**src/rtl/ctrl_mc.sv**
```systemverilog
// Multi-cycle RV32I control FSM: sequences fetch/decode/execute/memory/writeback
// over one shared memory port and one ALU, with a ready handshake and an illegal-op trap.
module ctrl_mc #(
  parameter bit BRANCH_EXT = 1'b1,
  parameter bit MEM_WAIT   = 1'b1
) (
  input  logic       clk,
  input  logic       rst,
  input  logic [6:0] op,
  input  logic [2:0] funct3,
  input  logic       funct7,
  input  logic       Zero,
  input  logic       Lt,
  input  logic       LtU,
  input  logic       MemReady,
  output logic       MemReq,
  output logic       MemWrite,
  output logic       PCWrite,
  output logic       AdrSrc,
  output logic       IRWrite,
  output logic       RegWrite,
  output logic [1:0] ImmSrc,
  output logic [1:0] ALUSrcA,
  output logic [1:0] ALUSrcB,
  output logic [1:0] ResultSrc,
  output logic [2:0] ALUControl,
  output logic       Illegal,
  output logic [3:0] dbg_state
);

  // Memory handshake: a memory state completes in the cycle MemReady is high
  // (or immediately when memory is single-cycle). MemReq is the request "valid".
  typedef enum logic [3:0] {
    S_FETCH, S_DECODE, S_MEMADR, S_MEMREAD, S_MEMWB, S_MEMWRITE,
    S_EXECR, S_EXECI, S_ALUWB, S_JAL, S_BRANCH, S_TRAP
  } state_t;

  localparam logic [6:0] OP_LOAD  = 7'b0000011;
  localparam logic [6:0] OP_STORE = 7'b0100011;
  localparam logic [6:0] OP_R     = 7'b0110011;
  localparam logic [6:0] OP_I     = 7'b0010011;
  localparam logic [6:0] OP_JAL   = 7'b1101111;
  localparam logic [6:0] OP_BR    = 7'b1100011;

  state_t     state;
  state_t     decode_next;
  logic       ready;
  logic       alu_ok;
  logic       br_ok;
  logic       take;
  logic [2:0] alu_ctl;

  assign dbg_state = state;
  assign ready     = MemReady || (MEM_WAIT == 1'b0);

  always_comb begin
    alu_ok = 1'b0;
    case (funct3)
      3'b000, 3'b010, 3'b100, 3'b110, 3'b111: alu_ok = 1'b1;
      default:                                alu_ok = 1'b0;
    endcase
  end

  assign br_ok = (funct3[2:1] == 2'b00) || (BRANCH_EXT && funct3[2]);

  always_comb begin
    take = 1'b0;
    case (funct3)
      3'b000:  take = Zero;
      3'b001:  take = !Zero;
      3'b100:  take = Lt;
      3'b101:  take = !Lt;
      3'b110:  take = LtU;
      3'b111:  take = !LtU;
      default: take = 1'b0;
    endcase
  end

  // funct7 selects sub only for register-register ops; addi ignores it.
  always_comb begin
    alu_ctl = 3'b000;
    case (funct3)
      3'b000:  alu_ctl = (state == S_EXECR && funct7) ? 3'b001 : 3'b000;
      3'b100:  alu_ctl = 3'b100;
      3'b010:  alu_ctl = 3'b101;
      3'b110:  alu_ctl = 3'b011;
      3'b111:  alu_ctl = 3'b010;
      default: alu_ctl = 3'b000;
    endcase
  end

  always_comb begin
    decode_next = S_TRAP;
    case (op)
      OP_LOAD, OP_STORE: decode_next = S_MEMADR;
      OP_R:              decode_next = alu_ok ? S_EXECR : S_TRAP;
      OP_I:              decode_next = alu_ok ? S_EXECI : S_TRAP;
      OP_JAL:            decode_next = S_JAL;
      OP_BR:             decode_next = br_ok ? S_BRANCH : S_TRAP;
      default:           decode_next = S_TRAP;
    endcase
  end

  always_ff @(posedge clk) begin
    if (rst) begin
      state <= S_FETCH;
    end else begin
      case (state)
        S_FETCH:    if (ready) state <= S_DECODE;
        S_DECODE:   state <= decode_next;
        S_MEMADR:   state <= (op == OP_STORE) ? S_MEMWRITE : S_MEMREAD;
        S_MEMREAD:  if (ready) state <= S_MEMWB;
        S_MEMWB:    state <= S_FETCH;
        S_MEMWRITE: if (ready) state <= S_FETCH;
        S_EXECR:    state <= S_ALUWB;
        S_EXECI:    state <= S_ALUWB;
        S_ALUWB:    state <= S_FETCH;
        S_JAL:      state <= S_ALUWB;
        S_BRANCH:   state <= S_FETCH;
        S_TRAP:     state <= S_TRAP;
        default:    state <= S_FETCH;
      endcase
    end
  end

  // Outputs are gated by rst so an abandoned instruction never writes anything.
  always_comb begin
    MemReq     = 1'b0;
    MemWrite   = 1'b0;
    PCWrite    = 1'b0;
    AdrSrc     = 1'b0;
    IRWrite    = 1'b0;
    RegWrite   = 1'b0;
    ImmSrc     = 2'b00;
    ALUSrcA    = 2'b00;
    ALUSrcB    = 2'b00;
    ResultSrc  = 2'b00;
    ALUControl = 3'b000;
    Illegal    = 1'b0;
    if (!rst) begin
      case (state)
        S_FETCH: begin
          MemReq    = 1'b1;
          ALUSrcB   = 2'b10;
          ResultSrc = 2'b10;
          IRWrite   = ready;
          PCWrite   = ready;
        end
        S_DECODE: begin
          ALUSrcA = 2'b01;
          ALUSrcB = 2'b01;
          ImmSrc  = (op == OP_JAL) ? 2'b11 : 2'b10;
        end
        S_MEMADR: begin
          ALUSrcA = 2'b10;
          ALUSrcB = 2'b01;
          ImmSrc  = (op == OP_STORE) ? 2'b01 : 2'b00;
        end
        S_MEMREAD: begin
          MemReq = 1'b1;
          AdrSrc = 1'b1;
        end
        S_MEMWB: begin
          ResultSrc = 2'b01;
          RegWrite  = 1'b1;
        end
        S_MEMWRITE: begin
          MemReq   = 1'b1;
          AdrSrc   = 1'b1;
          MemWrite = 1'b1;
        end
        S_EXECR: begin
          ALUSrcA    = 2'b10;
          ALUControl = alu_ctl;
        end
        S_EXECI: begin
          ALUSrcA    = 2'b10;
          ALUSrcB    = 2'b01;
          ALUControl = alu_ctl;
        end
        S_ALUWB: RegWrite = 1'b1;
        S_JAL: begin
          ALUSrcA = 2'b01;
          ALUSrcB = 2'b10;
          PCWrite = 1'b1;
        end
        S_BRANCH: begin
          ALUSrcA    = 2'b10;
          ALUControl = 3'b001;
          PCWrite    = take;
        end
        S_TRAP:  Illegal = 1'b1;
        default: Illegal = 1'b0;
      endcase
    end
  end

endmodule

```
**config.mk**
```make
export PLATFORM = sky130hd
export DESIGN_NAME = ctrl_mc
export DESIGN_NICKNAME = d
export VERILOG_FILES = /design/src/rtl/ctrl_mc.sv
export SDC_FILE = /design/constraint.sdc
export NUM_CORES = 1
export LEC_CHECK = 0
export BUFFER_PORTS_ARGS = -buffer_cell sky130_fd_sc_hd__buf_4
export CAP_MARGIN = 20
export CORE_MARGIN = 8
export CORE_UTILIZATION = 44
export DETAILED_ROUTE_END_ITERATION = 16
export PLACE_DENSITY = 0.79
export SYNTH_ARGS = -nofsm -noshare
export SYNTH_HDL_FRONTEND = slang
export SYNTH_SLANG_ARGS = --single-unit
```
**constraint.sdc**
```tcl
create_clock -name clk -period 1.6 [get_ports clk]
set_input_delay 0 -clock clk [delete_from_list [all_inputs] [get_ports clk]]
set_output_delay 0 -clock clk [all_outputs]
set_load 0.005 [all_outputs]
```
Word-level counts from Yosys, hierarchy flattened:

Index checks and enable logic that the tools add are counted.

* bits in latches: 0
* bits in read-only memories: 0
* register bits after elaboration: 4
* input bits: 17
* memories: 0
* word-level logic and storage cells: 86
* memory bits (writable): 0
* output and inout port bits: 22

* multiply operators: 0
* reduce and logical (&&, ||, !) cells: 20
* div/mod/pow operators: 0
* $add $sub $neg: 0
* multiplexer cells: 39
* shift operators: 0
* $lt $le $gt $ge: 0
* equality and inequality tests: 26
* bitwise gates (word level): 0

Operator list (number)
* 4-bit one-hot mux with 7 select lines: 1
* 4-bit two-way mux: 5
* 4-bit one-hot mux with 5 select lines: 1
* 1-bit two-way mux: 18
* 4-bit by 3-bit equality test with 1-bit output, second input constant: 4
* 4-bit equality test, second input constant: 4
* 2-bit one-hot mux with 2 select lines: 4
* 3-bit one-hot mux with 5 select lines: 1
* 7-bit by 6-bit equality test with 1-bit output, second input constant: 2
* 7-bit equality test, second input constant: 2
* 3-bit equality test, second input constant: 4
* 2-bit OR reduction: 6
* 3-bit OR reduction: 3
* 4-bit by 2-bit equality test with 1-bit output, second input constant: 2
* 2-bit two-way mux: 4
* 7-bit by 2-bit equality test with 1-bit output, second input constant: 1
* 7-bit by 5-bit equality test with 1-bit output, second input constant: 1
* 3-bit two-way mux: 2
* 2-bit != test, second input constant: 3
* 1-bit one-hot mux with 6 select lines: 1
* 3-bit one-hot mux with 2 select lines: 1
* 5-bit OR reduction: 1
* 4-bit by 1-bit equality test with 1-bit output, second input constant: 1
* 4-bit zero test: 1
* other kinds (10): 12

Longest topological paths before layout:

Gate-level depths: netlist (run 1).

* depth after elaboration: 6
* gate-level depth with buffers: 5
* depth with buffers taken out: 4

Worst setup path before layout (run 1):

Ideal clock, no wire load.

* kind: reg2reg
* start point: reg state[2], in the netlist dbg_state[2]
* end point: reg state[0], in the netlist dbg_state[0]
* data arrival time: 1.215 ns
* setup time: 0.091 ns
* buffers on the path: 1
* slack: 0.294 ns
* period minus slack after synthesis: 1.306 ns
* required time: 1.509 ns
* stages on the path, launching flop included: 6
* path through: dfxtp_1 > buf_4 > nor4b_4 > nand4_1 > a2bb2oi_1 > a311oi_1

* cells in the longest elaborated chain, start to end: 3
* elaborated cells on any way between the ends: 15
* classes of those cells: eq/ne: 11; mux: 1; reduce/logical: 3

Ends and longest elaborated chain
* start, declared: RTL line 45 `state_t state;`
* start signal, assigned: RTL line 110 `S_DECODE: state <= decode_next;`
* start signal, assigned: RTL line 111 `S_MEMADR: state <= (op == OP_STORE) ? S_MEMWRITE : S_MEMREAD;`
* 4-bit by 3-bit equality test with 1-bit output (tied with other cells): RTL line 108 `case (state)`
* 3-bit OR reduction (no line) / 2-bit != test (equally long branches)
* 4-bit one-hot mux with 7 select lines / 3-bit AND reduction (equally long branches)

Parallel ways exist; a longest one is shown, timed or not.
A chain may end at the register's enable or synchronous reset.

Final worst setup path (run 1):

* start point: reg state[3], in the netlist dbg_state[3]
* end point: out ALUControl[0]

* cells in the longest elaborated chain, start to end: 6
* elaborated cells on any way between the ends: 9
* classes of those cells: eq/ne: 3; mux: 4; reduce/logical: 2

Ends and longest elaborated chain
* 4-bit by 3-bit equality test with 1-bit output: RTL line 83, 141
* 1-bit logical AND: RTL line 83 `3'b000: alu_ctl = (state == S_EXECR && funct7) ? 3'b001 : 3'b000;`
* 1-bit two-way mux: RTL line 83
* 3-bit one-hot mux with 5 select lines: RTL line 82 `case (funct3)`
* 3-bit one-hot mux with 2 select lines *: RTL line 141 `case (state)`
* 3-bit two-way mux *: RTL line 140 `if (!rst) begin`
* end, declared: RTL line 26 `output logic [2:0] ALUControl,`

Mark *: on every way between the ends. The rest lies on a longest branch, timed or not.

==> results of run 1 <==
cell families after synthesis:
family	after synthesis	share of synthesized area (%)
and+or+nand+nor	60	50.1
AOI/OAI and AO/OA	23	21.9
buffers and inverters	12	7.93
xor gates and xnor gates	6	7.41
DFF	4	11.3
muxes	1	1.41
placed cells by master (no fill, tap or decap), types with 2 or more instances in the layout:
master	netlist	layout
nand2_1	5	5
and3_1	2	2
clkbuf_4	0	3
nor2b_1	3	3
nor4b_4	1	2
xor2_1	2	2
inv_1	4	4
nor4_1	3	3
o21ai_1	2	2
nor3_1	7	6
dfxtp_4	0	3
a31oi_1	2	2
a21oi_1	7	6
nor2_1	13	13
buf_4	2	49
nand4_1	2	2
nand3_1	5	5
or2_1	2	2
and2_1	2	2
nand2b_1	8	7
a32oi_1	2	2
xnor2_1	4	4
worst max-delay path by stage:
| stage | startpoint | to | slack (ps) | cells after the start |
|---|---|---|---|---|
| 2_1_floorplan | dbg_state[2] | dbg_state[0] | 290 | 5 |
| 3_3_place_gp | dbg_state[3] | dbg_state[0] | 100 | 4 |
| 4_1_cts | dbg_state[3] | ALUControl[0] | 2 | 5 |
| 5_1_grt | dbg_state[3] | ALUControl[0] | 10 | 5 |
| 6_report | dbg_state[3] | ALUControl[0] | 70 | 5 |
| 3_5_place_dp | dbg_state[2] | dbg_state[0] | 120 | 4 |
power by group through the flow:
| stage | sequential (W) | clock, W | combinational, W |
|---|---|---|---|
| floorplan | 0.000149 | 0 | 0.000314 |
| global placement | 0.000161 | 0 | 0.000542 |
| detailed placement | 0.000161 | 0 | 0.000547 |
| CTS | 0.000163 | 0.000130 | 0.000552 |
| global route | 0.000168 | 0.000133 | 0.000642 |
| finish | 0.000162 | 0.000127 | 0.000591 |
routing by layer:
metal	share of wire (%)	up-vias	track usage (%)
met4	2.1	0	4.81
met3	7.0	8	3.88
met1	39	473	15.9
met2	52	50	29.2
li1	-	476	-
met5	0	-	0
area by class of cell:
| cell class | instances | area share (%) |
|---|---|---|
| Multi-Input combinational cell | 90 | 53.6 |
| Timing Repair Buffer | 49 | 33.0 |
| Sequential cell | 4 | 8.30 |
| Clock buffer | 3 | 2.02 |
| Tap cell | 16 | 1.79 |
| Inverter | 4 | 1.35 |
per-stage QoR:
step	power, W	std cells	hold WS (ps)	setup WS, ps
final	0.000879	166	9.76	72.4
after global routing	0.000943	166	24.6	10.8
after CTS	0.000845	164	3.46	1.75
after detailed placement	0.000708	161	254	121
after global placement	0.000703	161	254	97.0
after floorplan	0.000463	106	29.0	294
repair_timing:
item,CTS,global route
endpoints found under the hold margin,0,0
gates resized for setup,4,7
endpoints found under the setup margin,4,3
pin swaps,0,1
buffers inserted,0,2
==> flow_metrics.tcl, run 1 <==
set metrics [dict create \
    reg2reg_setup_slack_ps 140 \
    synth_cells 106 \
    insertion_delay_ps 230 \
    comb_power_share_pct 67.2 \
    syn_area_um2 709 \
    seqPwrFrac_pct 18.4 \
    tritoncts "done" \
    ys_seq_elements 4 \
    end_kind "output pin" \
    drc 0 \
    synth.area.top_cells "dfxtp_1, nand2b_1, nor2_1, a21oi_1, nor3_1" \
    tightest_slew_ps 344 \
    hold_depth 2 \
    via_per_inst 6.07 \
    cpLargestDelayFamily "simple AND/OR/NAND/NOR gates" \
    async_reset_ff_share_pct 0 \
    critPathMaxFanout 5 \
    ctsRootBufferMaster "clkbuf_4" \
    setup_viol 0 \
    hold-path-endpoint "dbg_state[2]" \
    cts.path.max_buffers 2 \
    outcome "finished, final reports clean" \
    fmax_ghz 0.655 \
    drt-initial-drc-count 31 \
    ir_drop_mv 0.578 \
    cp_num_buf_inv 2 \
    htreeDepth 1 \
    p_sw_w 0.000368 \
    regArea_um2 92.6 \
    cp_data_arrival_time_ps 1530 \
    setup_tns_ps 0 \
    start_util_pct 47.1 \
    r2r-start "dbg_state[3]" \
    dr_total_vias 1007 \
    syn2layout_area_growth_pct 57.3 \
    p_int_w 0.000512 \
    hp-class "in2reg" \
    yosysWarnings 0 \
    power_density_nw_per_um2 788 \
    pin_count 39 \
    slew-limit-headroom_pct 77.0 \
    place_area_um2 1040 \
    reg2reg_depth 5 \
    leakagePower_nw 0.500 \
    dieArea_um2 3150 \
    rsz0062_at_grt "false" \
    startpoint_type "flop" \
    multi_input_area_um2 598 \
    core_um2 1510 \
    rr_endpoint "dbg_state[1]" \
    dr.pass1.iters 4 \
    num_antenna_cells 0 \
    grt_max_degree 16 \
    max_cap_violations 0 \
    p_sw_share_pct 41.8 \
    crit_top_cell "buf_4" \
    layout-drive-gt1-share_pct 40.7 \
    grt_pass1_vias 950 \
    path_class "reg2out" \
    post-route-util_pct 74.1 \
    crit_chain "buf_4, nand2b_4, or3_1, a21oi_2, buf_4" \
    period_share_pct 95.5 \
    finClkSkew_ps 2.18 \
    required_ps 1600 \
    final_nets 169 \
    numCtsBuffers 3 \
    ant_nets 0 \
    yosys.area.top_type "dfxtp_1" \
    synth.top_cells.by_count "nor2_1, nand2b_1, a21oi_1, nor3_1" \
    syn_avg_cell_area_um2 6.69 \
    cpPeakStageDelay_ps 380 \
    synth_most_common_cell "nor2_1" \
    clkPwrFrac_pct 14.4 \
    io_buffers 38 \
    rows 14 \
    cts-hold-fix-buffers 0 \
    grt.overflow.total 0 \
    synth_cell_types 42 \
    fillers 124 \
    synth_edf_count 0 \
    min-delay-start "MemReady" \
    global_route.usage.total_pct 15.4 \
    largest_reg_flops 4 \
    fin_crit_ps 1530 \
    place_hpwl_um 2000 \
    gp_congestion 0.888 \
    cts_num_sinks 4 \
    slew_viol_final 0 \
    wire_per_inst_um 15.6 \
    antenna_found_initial 0 \
    synth_top_area_share_pct 11.3 \
    die_w_um 56.2 \
    die_h_um 56.2 \
    wl_um 2590 \
    slowest_stage "or3_1" \
    synth.net_count 123 \
    ys_seq_area_share_pct 11.3 \
    final_hold_viol_count 0 \
    grt_first_pass_wirelength_um 4220 \
    path_clk_slew_ps 40 \
    stdcell_area_um2 1120 \
    ys.flop_type "dfxtp_1" \
]
Power figures use the tool's default switching activity.
==> run 2: changes to the inputs <==
- SETUP_SLACK_MARGIN: default -> 0.5
==> flow_metrics.tcl, run 2 <==
set metrics [dict create \
    async_reset_ff_share_pct 0 \
    endpoint_type "output port" \
    outcome "did not finish" \
    synth_most_common_cell "nor2_1" \
    ys_seq_area_share_pct 11.3 \
    rows 14 \
    start_util_pct 47.1 \
    ctsRootBufferMaster "clkbuf_4" \
    syn_area_um2 709 \
    stop_stage "global routing" \
    crit_endpoint "ALUControl[0]" \
    numCtsBuffers 3 \
    die_h_um 56.2 \
    error "[ERROR DPL-0038] Utilization greater than 100%, impossible to legalize" \
    place_hpwl_um 1930 \
    synth_cells 106 \
    cts_num_sinks 4 \
    yosys.area.top_type "dfxtp_1" \
    ys.flop_type "dfxtp_1" \
    htreeDepth 1 \
    io_buffers 38 \
    pin_count 39 \
    yosysWarnings 0 \
    gp_congestion 0.869 \
    synth_cell_types 42 \
    synth_top_area_share_pct 11.3 \
    synth.area.top_cells "dfxtp_1, nand2b_1, nor2_1, a21oi_1, nor3_1" \
    ys_seq_elements 4 \
    die_w_um 56.2 \
    dp_slack_ps 185 \
    grt_max_degree 13 \
    synth.top_cells.by_count "nor2_1, nand2b_1, a21oi_1, nor3_1" \
    syn_avg_cell_area_um2 6.69 \
    cts.path.max_buffers 2 \
    synth.net_count 123 \
    synth_edf_count 0 \
]
[run 2: stage by stage]
step | cell area (µm²) | cells | util (%) | hold WS (ps)
after global placement | 1010 | 156 | 67.2 | 256
after floorplan | 722 | 106 | - | 29.0
after CTS | 1290 | 175 | 85.5 | 1.76
after detailed placement | 1010 | 156 | 67.2 | 250
[run 2: logic make-up after synthesis]
| group | after synthesis | synth area share, % |
|---|---|---|
| multiplexers | 1 | 1.41 |
| flip-flops | 4 | 11.3 |
| AO/OA/AOI/OAI | 23 | 21.9 |
| buffers and inverters | 12 | 7.93 |
| XOR/XNOR | 6 | 7.41 |
| AND/OR/NAND/NOR | 60 | 50.1 |
[run 2: repair_timing]
action,4_1_cts
pin swaps,7
resized for setup,27
hold buffers,0
endpoints found under the setup margin,23
gates cloned,0
setup buffers,16
==> run 3: changes to the inputs <==
- CORE_AREA: default -> 8 8 69 71
- CORE_MARGIN: 8 -> default
- CORE_UTILIZATION: 44 -> default
- DIE_AREA: default -> 0 0 77 79
- PLACE_DENSITY: 0.79 -> default
- PLACE_DENSITY_LB_ADDON: default -> 0.15
- SETUP_SLACK_MARGIN: 0.5 -> default
==> flow_metrics.tcl, run 3 (synthesis gave the netlist of run 1 again) <==
set metrics [dict create \
    outcome "finished, final reports clean" \
    global_route.usage.total_pct 9.15 \
    cp_data_arrival_time_ps 1460 \
    total_power_w 0.000964 \
    routedLengthMet1_um 1260 \
    insertion_delay_ps 220 \
    final_hold_viol_count 0 \
    grt.overflow.total 0 \
    grt_first_pass_wirelength_um 4660 \
    crit_chain "nand2b_1, or3_1, a21oi_1, buf_4" \
    numCtsBuffers 3 \
    grt_max_degree 16 \
    startpoint_type "flop" \
    drt-initial-drc-count 24 \
    io_buffers 38 \
    largest_reg_flops 4 \
    grt_pass1_vias 959 \
    cts-hold-fix-buffers 0 \
    finClkSkew_ps 5.65 \
    htreeDepth 1 \
    cts_num_sinks 4 \
    whs_ps 41.4 \
    rsz0062_at_grt "true" \
    leakagePower_nw 0.507 \
    gp_congestion 0.773 \
    max_cap_violations 0 \
    reg2reg_setup_slack_ps 250 \
    power_density_nw_per_um2 822 \
    fmax_ghz 0.685 \
    path_class "reg2out" \
    place_hpwl_um 2290 \
    worstSetupStartpoint "dbg_state[3]" \
    final_nets 169 \
    start_util_pct 18.7 \
    path_clk_slew_ps 30 \
    drc 0 \
    antenna_found_initial 0 \
    place_area_um2 1100 \
    wire_per_inst_um 14.0 \
    end_kind "output pin" \
    die_h_um 79 \
    layout_common_cells "buf_4, nor2_1, nand2b_1" \
    ant_nets 0 \
    pin_count 39 \
    setup_viol 0 \
    slew_viol_final 0 \
    cpLargestDelayFamily "simple AND/OR/NAND/NOR gates" \
    wl_met2_um 1380 \
    dieArea_um2 6080 \
    critPathMaxFanout 12 \
    tritoncts "done" \
    slew-limit-headroom_pct 79.5 \
    wl_um 2790 \
    dr.pass1.iters 4 \
    syn2layout_area_growth_pct 65.4 \
    required_ps 1600 \
    final_common_cell "buf_4" \
    hp-class "in2reg" \
    cts.path.max_buffers 2 \
    wl_met3_um 133 \
    tightest_slew_ps 304 \
    setup_tns_ps 0 \
    via_per_inst 4.71 \
    rows 23 \
    ctsRootBufferMaster "clkbuf_8" \
    r2r-start "dbg_state[3]" \
    stdcell_area_um2 1170 \
    num_antenna_cells 0 \
    dr.max_layer_used "met4" \
    cp_num_buf_inv 1 \
    post-route-util_pct 30.9 \
    period_share_pct 91.3 \
    min-delay-start "MemReady" \
    slowest_stage "dfxtp_2" \
    layout-drive-gt1-share_pct 40.7 \
    ir_drop_mv 0.185 \
    core_um2 3800 \
    fillers 428 \
    fin_crit_ps 1460 \
    cpPeakStageDelay_ps 390 \
    die_w_um 77 \
    dr_total_vias 941 \
]
run 3: final cells by class:
| cell class | count | area [µm²] | area share [%] |
|---|---|---|---|
| clock buffer | 3 | 41.3 | 3.52 |
| inverter | 4 | 15.0 | 1.28 |
| multi-input combinational | 90 | 597 | 50.9 |
| sequential | 4 | 90.1 | 7.68 |
| tap | 50 | 62.6 | 5.33 |
| timing repair buffer | 49 | 368 | 31.3 |
run 3: path summary, 6_finish.rpt:
path                    to  cells past startpoint
max reg2reg   dbg_state[0]                      4
min           dbg_state[2]                      2
min reg2reg   dbg_state[3]                      2
max          ALUControl[0]                      4
run 3: metal layers:
layer  up-vias  GRT usage (%)
li1        477              -
met1       432           11.1
met2        30           16.1
met3         2           1.47
met4         0           2.83
met5         -              0
run 3: power by group:
group | internal, W | total [W] | leakage (nW) | switching, W
Combinational | 0.000305 | 0.000567 | 0.450 | 0.000263
Sequential | 0.000123 | 0.000180 | 0.0349 | 0.0000572
Clock | 0.000161 | 0.000217 | 0.0216 | 0.0000563
run 3: worst register-to-register path, cell delays in order, from the launching register on:
cell and delay, ps:
dfxtp_2 390, nor4b_4 320, nand4_1 150, a2bb2oi_1 150, a311oi_1 240
run 3: metrics by stage:
step	worst slack, ps	std cells
after floorplan	294	106
after global placement	77.4	197
after detailed placement	87.3	197
after CTS	12.0	200
after global routing	6.87	200
final	140	200
run 3: repair_timing:
item	CTS	global route
cloned	0	0
setup buffers	0	0
setup endpoints to repair	4	6
resized for setup	3	7
==> run 4: changes to the inputs <==
- clock period: 1.6 -> 1.57 ns (I/O delays scaled with it)
==> flow_metrics.tcl, run 4 (synthesis gave the netlist of run 1 again) <==
set metrics [dict create \
    dr.pass1.iters 4 \
    dr_total_vias 943 \
    cts_setup_buffers 0 \
    power_density_nw_per_um2 832 \
    min-delay-start "MemReady" \
    grt_first_pass_wirelength_um 4650 \
    final_common_cell "buf_4" \
    core_um2 3800 \
    via_per_inst 4.72 \
    setup_viol 0 \
    slew_viol_final 0 \
    end_kind "output pin" \
    fin_crit_ps 1460 \
    wl_um 2810 \
    start_util_pct 18.7 \
    clkPwrFrac_pct 22.3 \
    r2r-start "dbg_state[3]" \
    path_class "reg2out" \
    seqPwrFrac_pct 18.6 \
    tritoncts "done" \
    syn2layout_area_growth_pct 68.3 \
    largest_reg_flops 4 \
    grt_max_degree 16 \
    grt.overflow.total 0 \
    rows 23 \
    dp_cells 197 \
    cts_num_sinks 4 \
    io_buffers 38 \
    path_clk_slew_ps 30 \
    cp_data_arrival_time_ps 1460 \
    layout_common_cells "buf_4, nor2_1, nand2b_1, a21oi_1" \
    finClkSkew_ps 5.90 \
    insertion_delay_ps 220 \
    final_nets 169 \
    startpoint_type "flop" \
    comb_power_share_pct 59.1 \
    drt-initial-drc-count 30 \
    cts-hold-fix-buffers 0 \
    final_hold_viol_count 0 \
    drc 0 \
    slew-limit-headroom_pct 79.2 \
    place_hpwl_um 2290 \
    total_power_w 0.000993 \
    gp_congestion 0.773 \
    fmax_ghz 0.687 \
    dieArea_um2 6080 \
    die_h_um 79 \
    rsz0062_at_grt "false" \
    ant_nets 0 \
    leakagePower_nw 0.509 \
    required_ps 1570 \
    period_share_pct 92.7 \
    hp-class "in2reg" \
    num_antenna_cells 0 \
    pin_count 39 \
    cts.path.max_buffers 2 \
    antenna_found_initial 0 \
    p_sw_w 0.000389 \
    setup_tns_ps 0 \
    global_route.usage.total_pct 9.15 \
    critPathMaxFanout 11 \
    ctsRootBufferMaster "clkbuf_8" \
    numCtsBuffers 3 \
    grt_pass1_vias 952 \
    layout-drive-gt1-share_pct 42.7 \
    ir_drop_mv 0.189 \
    fin_cells 200 \
    worstSetupStartpoint "dbg_state[0]" \
    max_cap_violations 0 \
    outcome "finished, final reports clean" \
    p_sw_share_pct 39.1 \
    tightest_slew_ps 307 \
    p_int_w 0.000605 \
    die_w_um 77 \
    wire_per_inst_um 14.1 \
    htreeDepth 1 \
    whs_ps 41.5 \
    post-route-util_pct 31.4 \
]
run 4: per-layer routing:
metal | wire, µm | track usage, % | part of all wire (%)
met5 | 0 | 0 | 0
met4 | 25 | 2.83 | 0.89
met3 | 101 | 1.47 | 3.6
met2 | 1420 | 16.0 | 51
met1 | 1260 | 11.3 | 45
run 4: per-stage QoR:
stage | area [µm²] | worst slack (ps)
after CTS | 1150 | 40.0
final | 1190 | 114
after detailed placement | 1100 | 57.3
after global placement | 1100 | 47.3
after global routing | 1190 | 30.7
after floorplan | 709 | 264
run 4: cell type report:
cell class | count | area [µm²]
inverters | 4 | 15.0
fillers | 431 | 2610
flip-flops and latches | 4 | 90.1
clock buffers | 3 | 41.3
well taps | 50 | 62.6
multi-input cells | 90 | 617
repair buffers | 49 | 368
run 4: power by group through the flow:
stage	Combinational [W]	Sequential (W)	Clock (W)
final	0.000587	0.000185	0.000222
after global routing	0.000659	0.000190	0.000235
after CTS	0.000578	0.000184	0.000228
after detailed placement	0.000571	0.000179	0
after global placement	0.000572	0.000179	0
after floorplan	0.000320	0.000152	0
run 4: repair_timing:
action,CTS,global route
gates cloned,0,0
endpoints found under the setup margin,5,3
gates resized for setup,6,7
run 4: path summary, 6_finish.rpt:
kind / to / slack [ps] / cells past startpoint
worst max-delay path: PCWrite / 110 / 6
worst min-delay path: dbg_state[2] / 40 / 2
worst max register to register: dbg_state[2] / 220 / 4
worst min register to register: dbg_state[3] / 580 / 2
run 4: worst max-delay path: stages, from the launching register on:
cell     delay, ps
dfxtp_2        430
buf_4          170
nor2_1          70
and3_1         220
a21oi_1        130
o21ai_1         80
buf_4          140
